$ cat config.mk
export PLATFORM = sky130hd
export DESIGN_NAME = bfloat16_fma_seq
export DESIGN_NICKNAME = d
export VERILOG_FILES = /design/src/rtl/bfloat16_fma_seq.sv
export SDC_FILE = /design/constraint.sdc
export NUM_CORES = 1
export LEC_CHECK = 0
export BUFFER_PORTS_ARGS = -buffer_cell sky130_fd_sc_hd__buf_2
export CAP_MARGIN = 20
export CORE_MARGIN = 1
export CORE_UTILIZATION = 30
export CTS_BUF_LIST = sky130_fd_sc_hd__clkbuf_8
export DETAILED_ROUTE_END_ITERATION = 10
export GPL_TIMING_DRIVEN = 0
export PLACE_DENSITY = 0.58
export RECOVER_POWER = 100
export SLEW_MARGIN = 20
export SYNTH_ARGS = -nofsm -noshare
export SYNTH_HDL_FRONTEND = slang
export SYNTH_SLANG_ARGS = --single-unit
$ cat constraint.sdc
create_clock -name clk -period 4 [get_ports clk]
set_input_delay 0.8 -clock clk [delete_from_list [all_inputs] [get_ports clk]]
set_output_delay 0.8 -clock clk [all_outputs]
set_load 0.005 [all_outputs]
$ cat src/rtl/bfloat16_fma_seq.sv
// rtl/bfloat16_fma_seq.sv - operand FIFO and issue sequencer chaining bfloat16 FMA results into dot products
// Optional FMA_SEQ_FLUSH_EN adds a flush input that abandons the current chain and queue.
module bfloat16_fma_seq #(
  parameter int DEPTH = 4
) (
  input  logic                       clk,
  input  logic                       resetn,
`ifdef FMA_SEQ_FLUSH_EN
  input  logic                       flush,
`endif
  input  logic                       wr_valid,
  output logic                       wr_ready,
  input  logic [15:0]                wr_a,
  input  logic [15:0]                wr_b,
  input  logic                       wr_last,
  output logic                       fma_valid,
  input  logic                       fma_ready,
  output logic [15:0]                fma_a,
  output logic [15:0]                fma_b,
  output logic [15:0]                fma_c,
  input  logic                       fma_res_valid,
  input  logic [15:0]                fma_res,
  input  logic [4:0]                 fma_flags,
  output logic                       res_valid,
  input  logic                       res_ready,
  output logic [15:0]                res_data,
  output logic [4:0]                 res_flags,
  output logic [$clog2(DEPTH):0]     count,
  output logic                       busy
);

  localparam int AW = $clog2(DEPTH);
  localparam int CW = AW + 1;

  typedef enum logic [1:0] {IDLE, ISSUE, WAIT, DONE} state_t;

  state_t        state, state_nx;
  logic [32:0]   mem [DEPTH];
  logic [AW-1:0] rd_ptr, wr_ptr;
  logic [CW-1:0] count_q;
  logic [15:0]   acc;
  logic [4:0]    flags_q;
  logic          cur_last;
  logic          clr;
  logic          push, pop;
  logic [32:0]   head;

`ifdef FMA_SEQ_FLUSH_EN
  assign clr = flush;
`else
  assign clr = 1'b0;
`endif

  assign head     = mem[rd_ptr];
  assign wr_ready = (count_q != CW'(DEPTH));
  assign push     = wr_valid && wr_ready;
  assign pop      = fma_valid && fma_ready;
  assign count    = count_q;
  assign fma_a    = head[31:16];
  assign fma_b    = head[15:0];
  assign fma_c    = acc;
  assign res_data = acc;
  assign res_flags = flags_q;
  assign busy     = (state != IDLE) || (count_q != '0);

  always_ff @(posedge clk) begin
    if (!resetn || clr) state <= IDLE;
    else                state <= state_nx;
  end

  always_comb begin
    state_nx  = state;
    fma_valid = 1'b0;
    res_valid = 1'b0;
    case (state)
      IDLE:  if (count_q != '0) state_nx = ISSUE;
      ISSUE: begin
        fma_valid = 1'b1;
        if (fma_ready) state_nx = WAIT;
      end
      WAIT: begin
        // cur_last was captured at issue, so the chain end is known before the result lands
        if (fma_res_valid) begin
          if (cur_last)            state_nx = DONE;
          else if (count_q != '0)  state_nx = ISSUE;
          else                     state_nx = IDLE;
        end
      end
      DONE: begin
        res_valid = 1'b1;
        if (res_ready) state_nx = IDLE;
      end
      default: state_nx = IDLE;
    endcase
  end

  always_ff @(posedge clk) begin
    if (!resetn || clr) begin
      rd_ptr   <= '0;
      wr_ptr   <= '0;
      count_q  <= '0;
      acc      <= '0;
      flags_q  <= '0;
      cur_last <= 1'b0;
      // Clearing storage keeps the operand outputs at zero after reset instead of stale data
      for (int i = 0; i < DEPTH; i++) mem[i] <= '0;
    end else begin
      if (push) begin
        mem[wr_ptr] <= {wr_last, wr_a, wr_b};
        wr_ptr      <= wr_ptr + 1'b1;
      end
      if (pop) begin
        rd_ptr   <= rd_ptr + 1'b1;
        cur_last <= head[32];
      end
      case ({push, pop})
        2'b10:   count_q <= count_q + 1'b1;
        2'b01:   count_q <= count_q - 1'b1;
        default: count_q <= count_q;
      endcase
      if (state == WAIT && fma_res_valid) begin
        acc     <= fma_res;
        flags_q <= flags_q | fma_flags;
      end else if (state == DONE && res_ready) begin
        acc     <= '0;
        flags_q <= '0;
      end
    end
  end

endmodule

# Word level (Yosys, flattened, before mapping)
# Memory sizes are Yosys's and may differ from the RTL's. A register that Yosys moved wholly into a read port is not among the register bits.
# Cells that the tools add are included.
[totals]
wordCells = 58
ram_bits = 132
out_inout_bits = 76
memories = 1
in_bits = 60
ff_bits = 31
[classes]
n_eq_ne = 10
reduce_logical = 12
bitwise = 1
n_addsub = 4
n_mux = 23
[memory_table]
columns = ["name", "words", "width", "read_ports", "rd_ports_with_merged_regs", "wr", "line_no", "text"]
rows = [
  ["mem", 4, 33, 1, 1, 4, "38", "logic [32:0] mem [DEPTH];"],
]
[op_table]
columns = ["cell", "n"]
rows = [
  ["33-bit 2-to-1 mux", 1],
  ["33-bit OR reduction", 1],
  ["16-bit 2-to-1 mux", 2],
  ["2-bit 2-to-1 mux", 8],
  ["5-bit 2-to-1 mux", 2],
  ["1-bit 2-to-1 mux", 8],
  ["2-bit inequality test (second input constant)", 4],
  ["2-bit one-hot mux with 4 select lines", 1],
  ["2-bit == test (second input constant)", 3],
  ["3-bit one-hot mux with 2 select lines", 1],
  ["2-bit nonzero test", 3],
  ["5-bit bitwise OR", 1],
  ["2-bit by 1-bit adder with 2-bit output (second input constant)", 2],
  ["2-bit by 1-bit == test with 1-bit output (second input constant)", 2],
  ["1-bit logical AND", 4],
  ["4-bit AND reduction", 1],
  ["3-bit by 1-bit adder with 3-bit output (second input constant)", 1],
  ["3-bit inequality test (second input constant)", 1],
  ["3-bit nonzero test", 1],
  ["3-bit by 1-bit subtractor with 3-bit output (second input constant)", 1],
  ["2-bit zero test", 1],
  ["1-bit logical OR", 1],
]

# Longest topological paths before layout
# Gate-level depths: netlist of the first run.
[logic_depth]
ltp_word = 7
depth_mapped = 8
ltp_nobuf = 8

# Worst setup path after synthesis of the first run
# Ideal clock, no wire load.
[synth_path]
path_kind = "input -> register"
startpoint = "input wr_valid"
endpoint = "memory mem[1][0] (enable)"
arrival_time_ns = 3.264
setup_time_ns = 0.469
n_path_buf = 0
setup_slack_ns = 0.267
stages = 2
required_time_ns = 3.531
cell_sequence = "nand3_1 o21ai_0"
[synth_lines]
columns = ["element", "line_no", "text"]
rows = [
  ["from (decl)", "11", "input logic wr_valid,"],
  ["to (decl)", "38", ""],
]

==> results of run 1 <==
==> state kept, by name, summed over array words and instances, names as in the netlist, named ones only <==
register,cells
count,3
res_flags,5
mem,132
state,2
cur_last,1
rd_ptr,2
fma_c,16
wr_ptr,2
==> critical path: cells and delay by family (launching register included) <==
family                 cells  cell delay [ps]
AO/OA/AOI/OAI              1             1670
buffers and inverters      3              690
flip-flops                 1              440
AND/OR/NAND/NOR            2              270
==> metal layers <==
| metal | vias up | routed length, um |
|---|---|---|
| met5 | - | 13 |
| met4 | 2 | 121 |
| met3 | 12 | 679 |
| met2 | 93 | 8289 |
| met1 | 2171 | 7346 |
| li1 | 2149 | - |
==> power by group through the flow <==
stage          sequential, uW  combinational [uW]  clock, uW
4_1_cts                  2070                 870       1210
2_1_floorplan            2100                 546          0
3_5_place_dp             2110                 867          0
5_1_grt                  2080                 886       1280
3_3_place_gp             2120                 829          0
6_report                 2060                 796       1170
==> cell usage in the layout (no fill, tap or decap), types with 2 or more instances in the layout <==
master	netlist	routed
buf_16	0	3
nor4_1	0	2
or3_1	4	4
o21ai_0	22	21
clkinv_2	0	4
clkbuf_4	0	44
clkinv_4	0	2
and2_1	133	60
a21oi_1	20	20
clkinvlp_4	0	3
bufinv_16	0	2
clkbuf_2	0	2
clkbuf_8	0	17
xor2_1	3	3
nand2_1	17	17
edfxtp_1	132	132
mux4_2	33	33
nor3_1	1	2
a22oi_1	5	5
nor2_1	14	14
buf_4	48	4
dfxtp_1	33	33
buf_2	4	128
nand3_1	2	2
clkinv_1	0	2
inv_1	4	7
nand2b_1	3	3
clkbuf_1	21	37
and2_0	0	73
mux2i_1	3	3
==> cell type report <==
type | instances | area (sq um)
Antenna cell | 1 | 2.502
Sequential cell | 165 | 4624
Multi-Input combinational cell | 277 | 2203
Timing Repair Buffer | 141 | 759.5
Clock inverter | 15 | 140.1
Clock buffer | 17 | 234.0
Fill cell | 2383 | 15380
Tap cell | 324 | 405.4
Inverter | 6 | 22.52
Buffer | 77 | 473.0
==> per-stage QoR <==
step / util, % / setup slack [ps] / std cells / hold slack [ps] / TNS [ps]
floorplan: - / 267.4 / 525 / 479.0 / 0
global placement: 34.96 / -2245 / 984 / 477.8 / -212970
detailed placement: 35.76 / 1227 / 990 / 487.1 / 0
CTS: 37.30 / 711.0 / 1022 / 501.1 / 0
global route: 36.55 / 341.6 / 1022 / 518.0 / 0
finish: 36.56 / 569.6 / 1023 / 497.9 / 0
==> cells by family after synthesis <==
logic type | count (synthesis) | share of synthesized area [%]
flip-flops | 165 | 62.53
AO/OA/AOI/OAI | 51 | 3.807
AND/OR/NAND/NOR | 184 | 15.28
XOR/XNOR | 4 | 0.4738
adder cells (fa/ha/maj) | 2 | 0.4398
buffers and inverters | 83 | 7.021
multiplexers | 36 | 10.46
==> how the worst min path moves through the flow <==
stage | cells after the start | slack, ps | endpoint | start
floorplan | 2 | 480 | fma_c[0]$_SDFFE_PN0P_ | fma_c[0]$_SDFFE_PN0P_
global placement | 2 | 480 | fma_c[10]$_SDFFE_PN0P_ | fma_c[10]$_SDFFE_PN0P_
detailed placement | 2 | 490 | res_flags[0]$_SDFFE_PN0P_ | res_flags[0]$_SDFFE_PN0P_
CTS | 2 | 500 | fma_c[15]$_SDFFE_PN0P_ | fma_c[15]$_SDFFE_PN0P_
global route | 2 | 520 | fma_c[6]$_SDFFE_PN0P_ | fma_c[6]$_SDFFE_PN0P_
finish | 2 | 500 | fma_c[15]$_SDFFE_PN0P_ | fma_c[15]$_SDFFE_PN0P_
==> results by group, run 1 <==
Run status
  • Status: finished with violations
  • Failing checks: max-capacitance violations, max-slew violations

Setup path
  • Critical Path Start Type: flop
  • Arr. time, crit path: 3540 ps
  • FF-to-FF Start: count[0]$_SDFFE_PN0P_
  • Worst Setup EP: mem[3][31]$_DFFE_PP_
  • Critical Path Sink Type: flop
  • CP Data Required Time: 4110 ps
  • CP max stage delay: 1670 ps
  • FF-to-FF End: mem[3][31]$_DFFE_PP_
  • Worst setup path startpoint: count[0]$_SDFFE_PN0P_
  • Worst r2r path cells: 6
  • Critical Path, Cell by Cell: nor3b_1 > clkinv_1 > nand3_1 > o21ai_0 > buf_16 > clkbuf_2
  • CP Max Fanout: 13
  • Critical path type: reg -> reg
  • Worst reg2reg setup slack: 570 ps
  • Slowest CP cell: o21ai_0

Floorplanning
  • DIE AREA: 25280 sq um
  • Die X-Extent: 159.0 um
  • Row Count: 57
  • Number of primary I/O pins: 136
  • Starting Density: 30.50%
  • Core area: 24250 sq um
  • Die Y: 159.0 um

Global route
  • Grt ovf: 0
  • M1 GR Usage: 17.04%
  • Initial antenna violation count: 2
  • GRT busiest layer: met2
  • Vias in the first global route: 4650
  • First-pass GRT wire length: 25.78 mm
  • Largest net degree at the start of global routing: 24
  • GRT Overall Usage: 13.54%
  • Met2 Usage GRT: 23.27%
  • Routing usage on met3: 3.360%

Clock network
  • CTS root buf: clkbuf_8
  • Cts hold-fix bufs: 0
  • CTS sink cnt: 165
  • CTS buffer count: 17
  • H-tree levels: 4
  • Post-CTS Setup Bufs: 0
  • CTS tree: built
  • Worst-path clk slew: 90 ps
  • Clk buf depth: 2
  • Worst skew pair latency: 450 ps
  • PostCTS Resize Cnt: 0

Logic synthesis
  • Post-synthesis async set-or-reset flop share: 0%
  • Mapped Nets: 587
  • Number of flops mapped to enable cells by yosys: 132
  • Syn. warnings: 0
  • Synth Flop Type: edfxtp_1
  • Gate Count Post-Synth: 525
  • Register area share after synthesis: 62.53%
  • Leading area contributor after synthesis: edfxtp_1
  • Syn Area/Cell: 14.09 sq um
  • Synth top area share: 53.59%
  • Seq cells post-synth: 165
  • Synthesized cell area: 7396 sq um
  • Distinct cells, synth: 38
  • Synth cell count leaders: 133 x and2_1, 132 x edfxtp_1, 48 x buf_4
  • Ranking of synthesized cells by area: edfxtp_1 54%, and2_1 11%, mux4_2 10%
  • Most numerous cell in the Yosys netlist: and2_1

Routing
  • DRT Pass-1 Iters: 4
  • DRT iter0 DRCs: 288
  • Routed via count: 4427
  • Routed WL: 16.45 mm
  • Vias/cell: 4.327
  • Post-DRT Antenna Nets: 0
  • # DRC: 0
  • Average wire per cell in the routed design: 16.08 um

STA
  • Setup violations, final: 0
  • Final-report max-slew violation count: 28
  • RSZ-0062 raised after global routing: false
  • Final Hold Viols: 0
  • Fmax: 0.2915 GHz
  • Slew at the pin closest to its max-slew limit: 2198 ps
  • Slew headroom: -48.11%
  • Final Skew: 7.113 ps
  • Min cycle time layout: 3430 ps
  • Final Cycle Share: 85.76%

Pwr
  • Clock power frac: 29.0%
  • Internal power: 2964 uW
  • P per Cell Area: 454.6 nW/um^2
  • Switching Share: 26.46%
  • Power, Total: 4030 uW
  • Reg power frac: 51.2%
  • Leak: 0.003443 uW
  • Worst VDD drop: 134.7 uV
  • Comb power frac: 19.8%
  • Net Sw Power: 1067 uW

Final layout
  • Share of layout cells above drive strength 1: 34.96%
  • Finished Cell Area: 8865 sq um
  • Area grow syn2layout: 19.86%
  • Fin nets: 747

Place
  • DP Area: 8671 sq um
  • DP HPWL: 10.79 mm
  • RePlAce Congestion: 0.6929
  • PortBufs: 135

Min path
  • Hold WC Path Type: reg -> reg

Job
  • Number of max-cap violations: 2
No activity file was read; power rests on OpenSTA's default activity.
==> inputs of run 2 (changes only) <==
- PLACE_DENSITY: 0.58 -> 0.55
==> results by group, run 2 (synthesis results as in run 1) <==
Final layout
  • Share of layout cells above drive strength 1: 34.38%
  • Finished Cell Area: 8919 sq um
  • Most common cell after layout, fill and taps aside: edfxtp_1
  • Fillers: 2446
  • Fin nets: 747
  • Largest Register: mem
  • Area grow syn2layout: 20.59%
  • Most frequent cells in the layout: 132 x edfxtp_1, 126 x buf_2, 69 x and2_0, 64 x and2_1, 43 x clkbuf_4
  • Number of flip-flops under the largest register name: 132

STA
  • Setup violations, final: 0
  • Final Skew: 15.47 ps
  • Slew at the pin closest to its max-slew limit: 2116 ps
  • Post-route setup TNS: 0 ps
  • Final-report max-slew violation count: 25
  • Min cycle time layout: 3188 ps
  • Final Hold Viols: 0
  • Fmax: 0.3137 GHz
  • RSZ-0062 raised after global routing: false
  • Final Cycle Share: 79.69%
  • Worst hold slack: 491.8 ps
  • Slew headroom: -42.53%

Clock network
  • Worst-path clk slew: 80 ps
  • H-tree levels: 4
  • CTS root buf: clkbuf_8
  • PostCTS Resize Cnt: 0
  • CTS tree: built
  • Clk buf depth: 2
  • Worst skew pair latency: 460 ps
  • Cts hold-fix bufs: 0
  • CTS sink cnt: 165
  • CTS buffer count: 17
  • Post-CTS Setup Bufs: 0

Routing
  • Routed wl met2: 8.476 mm
  • Average wire per cell in the routed design: 15.94 um
  • Vias/cell: 4.243
  • Post-DRT Antenna Nets: 0
  • Post-Route M1 WL: 6.873 mm
  • DRT iter0 DRCs: 320
  • Highest metal used: met5
  • Met3 routed wirelength: 782 um
  • Routed via count: 4341
  • DRT Pass-1 Iters: 8
  • Routed WL: 16.30 mm
  • # DRC: 0

Pwr
  • P per Cell Area: 465.4 nW/um^2
  • Leak: 0.003464 uW
  • Internal power: 3092 uW
  • Net Sw Power: 1059 uW
  • Worst VDD drop: 189.8 uV
  • Clock power frac: 31.1%
  • Reg power frac: 49.7%
  • Switching Share: 25.51%
  • Comb power frac: 19.2%
  • Power, Total: 4151 uW

Place
  • DP Area: 8658 sq um
  • PortBufs: 135
  • DP HPWL: 10.77 mm
  • RePlAce Congestion: 0.6846

Global route
  • Initial antenna violation count: 3
  • Largest net degree at the start of global routing: 23
  • Grt ovf: 0
  • GRT Overall Usage: 13.35%
  • First-pass GRT wire length: 25.11 mm
  • Vias in the first global route: 4563

Setup path
  • Critical Path Start Type: flop
  • Arr. time, crit path: 2390 ps
  • CP Max Fanout: 10
  • Critical Path Sink Type: primary output
  • CP Data Required Time: 3200 ps
  • Critical path type: reg -> out

Floorplanning
  • Core area: 24250 sq um
  • Die Y: 159.0 um
  • Starting Density: 30.50%
  • Number of primary I/O pins: 136
  • DIE AREA: 25280 sq um
  • Die X-Extent: 159.0 um
  • Row Count: 57

Run status
  • Failing checks: max-capacitance violations, max-slew violations
  • Status: finished with violations

Job
  • Number of max-cap violations: 2

Min path
  • Hold WC Path Type: reg -> reg
## run 2: changes by cell type in the layout (fill, tap and decap cells not counted)
| cell | change |
|---|---|
| clkinvlp_4 | -1 |
| bufinv_16 | +2 |
| buf_2 | -2 |
| clkbuf_1 | +2 |
| clkinv_1 | +2 |
| clkbuf_4 | -1 |
| buf_8 | +1 |
| and2_1 | +4 |
| and2_0 | -4 |
| clkinv_2 | -4 |
| clkinv_4 | +1 |
## run 2: final cells by class
class / count / area (sq um) / share of cell area, %
diodes: 1 / 2.502 / 0.02806
plain buffers: 77 / 469.2 / 5.261
clock buffers: 17 / 234.0 / 2.623
clock inverters: 15 / 188.9 / 2.118
inverters: 6 / 22.52 / 0.2525
multi-input cells: 277 / 2203 / 24.71
flip-flops and latches: 165 / 4624 / 51.85
well taps: 324 / 405.4 / 4.545
repair buffers: 141 / 768.2 / 8.614
## run 2: worst max-delay path, cell delays in order (launching register included)
cell	delay, ps
dfxtp_1	310
clkbuf_1	320
clkbuf_2	470
mux4_2	580
clkbuf_4	150
buf_2	110
## run 2: power by group through the flow
stage          logic (uW)  registers, uW  clock network (uW)
6_report              796           2060                1290
2_1_floorplan         546           2100                   0
3_3_place_gp          830           2120                   0
3_5_place_dp          867           2110                   0
4_1_cts               869           2070                1330
5_1_grt               889           2080                1390
## run 2: routing by layer
metal | global-route usage [%] | vias to the layer above
met4 | 3.802 | 2
li1 | - | 2155
met3 | 3.881 | 16
met1 | 15.77 | 2075
met5 | 0 | -
met2 | 23.52 | 93
## run 2: worst paths after layout
kind / startpoint / end / slack [ps] / cells after the start
hold reg to reg: fma_c[15]$_SDFFE_PN0P_ / fma_c[15]$_SDFFE_PN0P_ / 490 / 2
setup reg to reg: count[0]$_SDFFE_PN0P_ / mem[3][18]$_DFFE_PP_ / 830 / 6
setup / recovery: flop / fma_a[14] / 810 / 5
hold / removal: fma_c[15]$_SDFFE_PN0P_ / fma_c[15]$_SDFFE_PN0P_ / 490 / 2
## run 2: per-stage QoR
| step | std cells | utilization [%] | setup WS (ps) |
|---|---|---|---|
| final | 1023 | 36.78 | 812.4 |
| after floorplan | 525 | - | 267.4 |
| after global routing | 1022 | 36.77 | 550.6 |
| after global placement | 984 | 34.96 | -2232 |
| after CTS | 1022 | 37.45 | 744.2 |
| after detailed placement | 990 | 35.71 | 1260 |
==> inputs of run 3 (changes only) <==
- PLACE_DENSITY: 0.55 -> 0.57
- clock period: 4 -> 2.65 ns (I/O delays scaled with it)
==> results by group, run 3 (synthesis results as in run 1) <==
Final layout
  • Largest Register: mem
  • Fillers: 2396
  • Number of flip-flops under the largest register name: 132
  • Core Util, Final: 37.07%
  • Fin nets: 747
  • Share of layout cells above drive strength 1: 37.11%
  • Finished Layout Cells: 1024
  • Register area: 4624 sq um
  • Area grow syn2layout: 21.55%
  • Most common cell after layout, fill and taps aside: edfxtp_1
  • Area of the multi-input gates: 2243 sq um
  • Most frequent cells in the layout: 132 x edfxtp_1, 128 x buf_2, 71 x and2_0, 62 x and2_1, 50 x clkbuf_4

Routing
  • Post-DRT Antenna Nets: 0
  • DRT Pass-1 Iters: 4
  • Routed wl met2: 8.465 mm
  • DRT iter0 DRCs: 218
  • Met3 routed wirelength: 689 um
  • Average wire per cell in the routed design: 16.15 um
  • Routed via count: 4488
  • # DRC: 0
  • Vias/cell: 4.383
  • Highest metal used: met4
  • Routed WL: 16.54 mm
  • Post-Route M1 WL: 7.237 mm

Place
  • DP HPWL: 11.04 mm
  • RePlAce Congestion: 0.6992
  • PortBufs: 135
  • Placed Cells: 991

Setup path
  • Critical Path, Cell by Cell: clkbuf_4 > buf_6 > mux4_2 > clkbuf_4 > buf_2
  • Crit-path leading delay family: buffers and inverters
  • CP max stage delay: 530 ps
  • Critical Path Start Type: flop
  • Critical Path Sink Type: primary output
  • Arr. time, crit path: 1980 ps
  • Critical path type: reg -> out
  • Slowest CP cell: mux4_2
  • CP Max Fanout: 10
  • Worst Path Buf+Inv: 4
  • Crit-path most repeated cell: clkbuf_4
  • CP Data Required Time: 2120 ps

Global route
  • Vias in the first global route: 4625
  • Grt ovf: 0
  • GRT Overall Usage: 13.59%
  • Initial antenna violation count: 2
  • First-pass GRT wire length: 25.79 mm
  • Largest net degree at the start of global routing: 20

Clock network
  • CTS tree: built
  • Worst skew pair latency: 450 ps
  • CTS buffer count: 17
  • CTS sink cnt: 165
  • Worst-path clk slew: 90 ps
  • Cts hold-fix bufs: 0
  • Clk buf depth: 2
  • H-tree levels: 4
  • CTS root buf: clkbuf_8

Pwr
  • Worst VDD drop: 258.2 uV
  • Power, Total: 6332 uW
  • P per Cell Area: 704.3 nW/um^2
  • Leak: 0.003492 uW

Floorplanning
  • Die Y: 159.0 um
  • Row Count: 57
  • DIE AREA: 25280 sq um
  • Die X-Extent: 159.0 um
  • Starting Density: 30.50%
  • Core area: 24250 sq um
  • Number of primary I/O pins: 136

STA
  • Final Cycle Share: 94.76%
  • Min cycle time layout: 2511 ps
  • Final-report max-slew violation count: 0
  • Post-route setup TNS: 0 ps
  • Final Skew: 13.35 ps
  • Slew headroom: 36.73%
  • Final Hold Viols: 0
  • RSZ-0062 raised after global routing: false
  • Setup violations, final: 0
  • Slew at the pin closest to its max-slew limit: 940.4 ps
  • Fmax: 0.3982 GHz

Min path
  • Hold WC Path Type: in -> reg

Job
  • Number of max-cap violations: 0

Run status
  • Status: finished clean
==> run 3: path summary, 6_finish.rpt <==
kind,start,slack [ps],to,depth (start not counted)
worst max-delay path,flop,140,fma_b[13],5
worst max register to register,count[0]$_SDFFE_PN0P_,220,mem[3][21]$_DFFE_PP_,6
worst min-delay path,fma_res[13],310,fma_c[13]$_SDFFE_PN0P_,3
worst min register to register,fma_c[1]$_SDFFE_PN0P_,500,fma_c[1]$_SDFFE_PN0P_,2
==> run 3: stage by stage <==
step	setup slack [ps]	hold slack [ps]	area, sq um
3_3_place_gp	-1662	474.7	8481
4_1_cts	-31.49	271.4	9138
2_1_floorplan	-72.68	479.0	7400
5_1_grt	23.03	267.8	8985
6_report	138.7	312.0	8990
3_5_place_dp	167.9	481.1	8693
==> run 3: worst reg2reg max path: stages, from the launching register on <==
cell and delay [ps]:
dfxtp_1 480, nor3b_4 120, inv_1 120, nand3_1 160, o21ai_2 710, buf_16 220
clkbuf_4 300
==> run 3: repair_timing <==
item	4_1_cts	5_1_grt
setup buffers	0	0
gates cloned	0	0
gates resized for setup	8	7
setup endpoints to repair	30	24
==> run 3: final cells by class <==
cell class / instances / area share, %
clock inverter: 15 / 2.143
timing repair buffer: 142 / 8.504
inverter: 6 / 0.2505
clock buffer: 17 / 2.603
sequential: 165 / 51.44
multi-input combinational: 277 / 24.95
antenna: 2 / 0.05567
buffer: 76 / 5.539
tap: 324 / 4.509
==> run 3: per-layer routing <==
metal	vias up	GRT usage (%)
met4	0	3.671
met5	-	0
met3	11	3.907
met2	99	23.78
li1	2152	-
met1	2226	16.29
==> run 3: report_power, final <==
group	switching [uW]	internal, uW
clock	1020	960
combinational	592	643
sequential	91.4	3030
total	1700	4630
